### src/rtl/fwd_pre.sv
// fwd_pre: block-wise forward predictor and symbol mapper.
// Each block starts from a latched reference sample. Every accepted raw
// sample is predicted from the previous one. The prediction error is folded
// into an unsigned DW-bit symbol, and the symbols of a block are gathered into
// a packed buffer that is held until downstream accepts it.
// Optional feature: define FWD_PRE_ZBLK_EN to add the zero_blk output, which
// flags a held block whose symbols are all zero.
module fwd_pre #(
  parameter int DW     = 10,
  parameter int BLKMAX = 32
) (
  input  logic                 clk,
  input  logic                 reset,
  input  logic                 start,
  input  logic [5:0]           j,
  input  logic [DW-1:0]        xref,
  input  logic                 in_valid,
  output logic                 in_ready,
  input  logic [DW-1:0]        x_in,
  output logic                 out_valid,
  input  logic                 out_ready,
  output logic [DW*BLKMAX-1:0] symbol
`ifdef FWD_PRE_ZBLK_EN
  ,
  output logic                 zero_blk
`endif
);

  localparam int            SW      = DW * BLKMAX;
  localparam logic [5:0]    BLK_LEN = 6'(BLKMAX);
  localparam logic [DW-1:0] MAXV    = '1;

  typedef enum logic [1:0] {
    IDLE,
    RUN,
    HOLD
  } state_t;

  state_t        state_q, state_d;
  logic [5:0]    len_q, len_d;
  logic [5:0]    k_q, k_d;
  logic [DW-1:0] xp_q, xp_d;
  logic [SW-1:0] sym_q, sym_d;

  logic          open_blk;
  logic          accept;
  logic          last_accept;

  logic          neg;
  logic [DW-1:0] mag;
  logic [DW-1:0] theta;
  logic [DW-1:0] mapped;

  // Handshake qualifiers shared by the FSM and the datapath
  always_comb begin
    open_blk    = (state_q == IDLE) && start;
    accept      = (state_q == RUN) && in_valid;
    last_accept = accept && (k_q == (len_q - 6'd1));
  end

  // State register
  always_ff @(posedge clk or posedge reset) begin
    if (reset) begin
      state_q <= IDLE;
    end else begin
      state_q <= state_d;
    end
  end

  // Next-state logic: a block opens on start, fills, then waits for downstream
  always_comb begin
    state_d = state_q;
    case (state_q)
      IDLE: if (start) state_d = RUN;
      RUN:  if (last_accept) state_d = HOLD;
      HOLD: if (out_ready) state_d = IDLE;
      default: state_d = IDLE;
    endcase
  end

  // FSM outputs: samples flow only in RUN, the block is offered only in HOLD
  always_comb begin
    in_ready  = (state_q == RUN);
    out_valid = (state_q == HOLD);
  end

  // Symbol mapping: the signed error is kept as sign plus magnitude. This
  // keeps every term in DW bits. theta is the distance from the prediction
  // to the nearer range edge. Errors within +/-theta interleave as even
  // (positive) and odd (negative) codes. Larger errors can only point one
  // way, so they continue linearly above 2*theta.
  always_comb begin
    neg   = (x_in < xp_q);
    mag   = neg ? (xp_q - x_in) : (x_in - xp_q);
    theta = (xp_q <= (MAXV - xp_q)) ? xp_q : (MAXV - xp_q);
    if (mag <= theta) begin
      mapped = neg ? ((mag << 1) - DW'(1)) : (mag << 1);
    end else begin
      mapped = theta + mag;
    end
  end

  // Datapath next values: open a block or fold in the accepted sample
  always_comb begin
    len_d = len_q;
    k_d   = k_q;
    xp_d  = xp_q;
    sym_d = sym_q;
    if (open_blk) begin
      len_d = ((j == 6'd0) || (j > BLK_LEN)) ? BLK_LEN : j;
      xp_d  = xref;
      k_d   = 6'd0;
      sym_d = '0;
    end else if (accept) begin
      sym_d[SW-1-DW*int'(k_q) -: DW] = mapped;
      xp_d = x_in;
      k_d  = k_q + 6'd1;
    end
  end

  // Datapath registers, cleared immediately by reset
  always_ff @(posedge clk or posedge reset) begin
    if (reset) begin
      len_q <= 6'd0;
      k_q   <= 6'd0;
      xp_q  <= '0;
      sym_q <= '0;
    end else begin
      len_q <= len_d;
      k_q   <= k_d;
      xp_q  <= xp_d;
      sym_q <= sym_d;
    end
  end

  // Packed symbol buffer drives the output directly
  always_comb begin
    symbol = sym_q;
  end

`ifdef FWD_PRE_ZBLK_EN
  logic zero_q, zero_d;

  // Running all-zero flag: set when a block opens, cleared by any nonzero symbol
  always_comb begin
    zero_d = zero_q;
    if (open_blk) begin
      zero_d = 1'b1;
    end else if (accept) begin
      zero_d = zero_q && (mapped == '0);
    end
  end

  // All-zero flag register
  always_ff @(posedge clk or posedge reset) begin
    if (reset) begin
      zero_q <= 1'b0;
    end else begin
      zero_q <= zero_d;
    end
  end

  // The flag is only meaningful while a finished block is held
  always_comb begin
    zero_blk = zero_q && (state_q == HOLD);
  end
`endif

endmodule

### config.mk
export PLATFORM = sky130hd
export DESIGN_NAME = fwd_pre
export DESIGN_NICKNAME = d
export VERILOG_FILES = /design/src/rtl/fwd_pre.sv
export SDC_FILE = /design/constraint.sdc
export NUM_CORES = 1
export LEC_CHECK = 0
export CORE_ASPECT_RATIO = 0.9
export CORE_UTILIZATION = 40
export DETAILED_ROUTE_END_ITERATION = 6
export PLACE_DENSITY = 0.67
export SYNTH_ARGS = -nofsm -noshare
export SYNTH_HDL_FRONTEND = slang
export SYNTH_SLANG_ARGS = --single-unit
### constraint.sdc
create_clock -name clk -period 12.1 [get_ports clk]
set_input_delay 1.815 -clock clk [delete_from_list [all_inputs] [get_ports clk]]
set_output_delay 1.815 -clock clk [all_outputs]
set_load 0.01 [all_outputs]
==> qor.csv <==
metric,value,unit
status,"finished, final reports clean",
Worst path slowest cell,a31oi_4,
Worst Clk Skew,0.0171,ns
fin util,51.9,%
Synth top area share,42.3,%
Gate Count Post-Synth,2391,
Yosys cell types,91,
GPL Wtd Cong,0.965,
Final setup viols,0,
"Arr. time, crit path",8.65,ns
Inst Count DP,3283,
vias in the first global route,20300,
Crit. path cell count,22,
Min-Delay Path Class,reg -> reg,
Total GRT Usage,32.0,%
Syn-to-layout area delta,26.8,%
first-pass GRT wire length,127,mm
drt pass-1 iters,6,
warning count from the yosys run,0,
Final Critical Period,8.24,ns
initial antenna violation count,0,
total CTS buffers,39,
f_max,121,MHz
post-cts sizing count,0,
max_cap viols,0,
Core Region,0.0496,mm²
CP peak stage delay,0.79,ns
Final Non-Filler Cells,3354,
CTS tree,yes,
Clock Latency Late Sink,0.56,ns
initial core utilization,41.0,%
Worst-path clk slew,0.06,ns
# hold bufs at CTS,0,
DP HPWL,58.5,mm
CTS root buf,clkbuf_16,
routed via count,21200,
Post-synth EDFFs,0,
multi-input logic area,0.0109,mm²
RSZ-0062 raised after global routing,no,
crit-path max FO,22,
post-synth net total,2475,
"delay-heaviest family, CP",compound AO/OA/AOI/OAI gates,
die footprint,0.0517,mm²
Worst Tran Pin Value,1.26,ns
1st-iter DRT viols,2489,
# rows,77,
I/O pin count,353,
clock sink count,344,
Worst setup EP type,register,
Synth Area per Inst,8.50,µm²
top cells by instance count after synthesis,"dfrtp_1 (344), nand3_1 (296), nand2_1 (286), nor2_1 (223), clkbuf_1 (136)",
most common cell in the netlist,dfrtp_1,
Nets,2737,
synthesized cell area,0.0203,mm²
dominant cell type by area after synthesis,dfrtp_1,
postcts setup bufs,0,
worst endpoint required time,12.50,ns
ranking of synthesized cells by area,"dfrtp_1 (42%), nand3_1 (7.3%), nand2_1 (5.3%), nor2_1 (4.1%), o31ai_1 (3.2%)",
largest net degree at the start of global routing,171,
grt total ovfl,0,
Clock Path Buffers,3,
main flop type after synthesis,dfrtp_1,
cell repeated most along the worst path,inv_1,
Worst Reg2Reg Path Length in Cells,20,
Max Slew Vio Count,0,
design area,0.0258,mm²
final cycle utilization of the critical path,68.1,%
critical path type,in -> reg,
hold depth,2,
WP buf/inv,4,
Yosys reg bits,344,
post-detailed-route wirelength per cell,25.0,µm
DIE WIDTH,240,µm
input/output buffers,352,
Filler Cell Count,4621,
FF+latch area,0.00861,mm²
vias per cell,6.31,
setup_tns,0,ns
H-tree lvl count,2,
Startpoint Class,input port,
drt drc,0,
Final Hold Viols,0,
relative slew slack,15.7,%
Placed Area,0.0244,mm²
crit-path cells,"clkdlybuf4s50_1, inv_1, ha_1, inv_1, fa_1, a21o_1, a221o_1, a21oi_2, mux2i_1, xor2_1, inv_1, ha_1, a21oi_1, nand2_1, or3_1, o2111ai_1, and3b_1, o31ai_1, o311a_1, o22ai_2, a31oi_4, o311ai_1",
final wirelength,83.7,mm
asr flop ratio synth,100,%
ANT nets after route,0,
sequential area share after synthesis,42.3,%
die height,216,µm
layout cells sized above 1,6.79,%
per-layer routing:
| metal | share of wire (%) | track usage (%) | vias to the layer above |
|---|---|---|---|
| met5 | 0 | 0 | - |
| met4 | 3.7 | 12.3 | 0 |
| met3 | 11 | 8.77 | 191 |
| li1 | - | - | 9406 |
| met2 | 44 | 47.9 | 1236 |
| met1 | 42 | 43.9 | 10300 |
path summary, 6_finish.rpt:
check | slack (ns) | endpoint | from
min | 0.50 | symbol[4] | symbol[4]
max | 3.86 | symbol[315] | x_in[0]
max in group asynchronous | 8.01 | symbol[42] | reset
min in group asynchronous | 1.77 | symbol[148] | reset
min reg2reg | 0.50 | symbol[4] | symbol[4]
max reg2reg | 5.12 | symbol[315] | xp_q[0]
cell type report:
class	count	area share (%)
Clock inverter	10	0.495
Multi-Input combinational cell	1814	42.2
Tap cell	671	3.26
Clock buffer	60	4.65
Antenna cell	1	0.00971
Timing Repair Buffer	400	15.1
Sequential cell	344	33.4
Inverter	54	0.816
worst reg2reg max path, stage by stage (launching register included):
cell and delay, ns:
dfrtp_1 0.48, ha_1 0.24, inv_1 0.06, fa_1 0.39
a21o_1 0.21, a221o_1 0.38, a21oi_2 0.59, mux2i_1 0.29
xor2_1 0.30, inv_1 0.20, ha_1 0.31, a21oi_1 0.17
nand2_1 0.09, or3_1 0.38, o2111ai_1 0.11, and3b_1 0.22
o31ai_1 0.24, o311a_1 0.64, o22ai_2 0.53, a31oi_4 0.79
o311ai_1 0.19
cell usage in the layout, fill, tap and decap left out, types with 19 or more instances in the layout:
master,count
clkdlybuf4s50_1,352
dfrtp_1,344
nand3_1,296
nand2_1,284
nor2_1,221
o21ai_0,114
o31ai_1,87
a21oi_1,83
o21ai_1,69
a31oi_1,67
nand4_1,64
a32oi_1,57
inv_1,51
ha_1,49
buf_4,47
nor3_1,41
clkbuf_16,41
and3_1,39
o211ai_1,28
xnor2_1,23
xor2_1,19
cells by family (layout without fill, tap and decap cells):
kind of cell               Yosys count  in the layout  share of synthesized area, %
AOI/OAI and AO/OA                  651            651                          22.4
xor gates and xnor gates            43             43                          1.85
adders and majority gates           53             53                          3.37
buffers and inverters              233            524                          4.70
DFF                                344            344                          42.3
muxes                               16             16                         0.997
other                                0              1                             0
and+or+nand+nor                   1051           1051                          24.3
state kept, by name, summed over array words and instances (netlist names):
register and count:
k_q 6, len_q 6, state_q 2, symbol 320, xp_q 10
stage by stage:
stage	hold WS, ns	worst slack [ns]
after floorplan	0.473	0.748
after global placement	0.481	3.61
after detailed placement	0.488	3.37
after CTS	0.501	3.95
after global routing	0.518	3.36
final	0.498	3.86
Power is left out: the tool's default activity adds up to more than one toggle a clock period on the data nets, which glitch-free logic cannot reach.
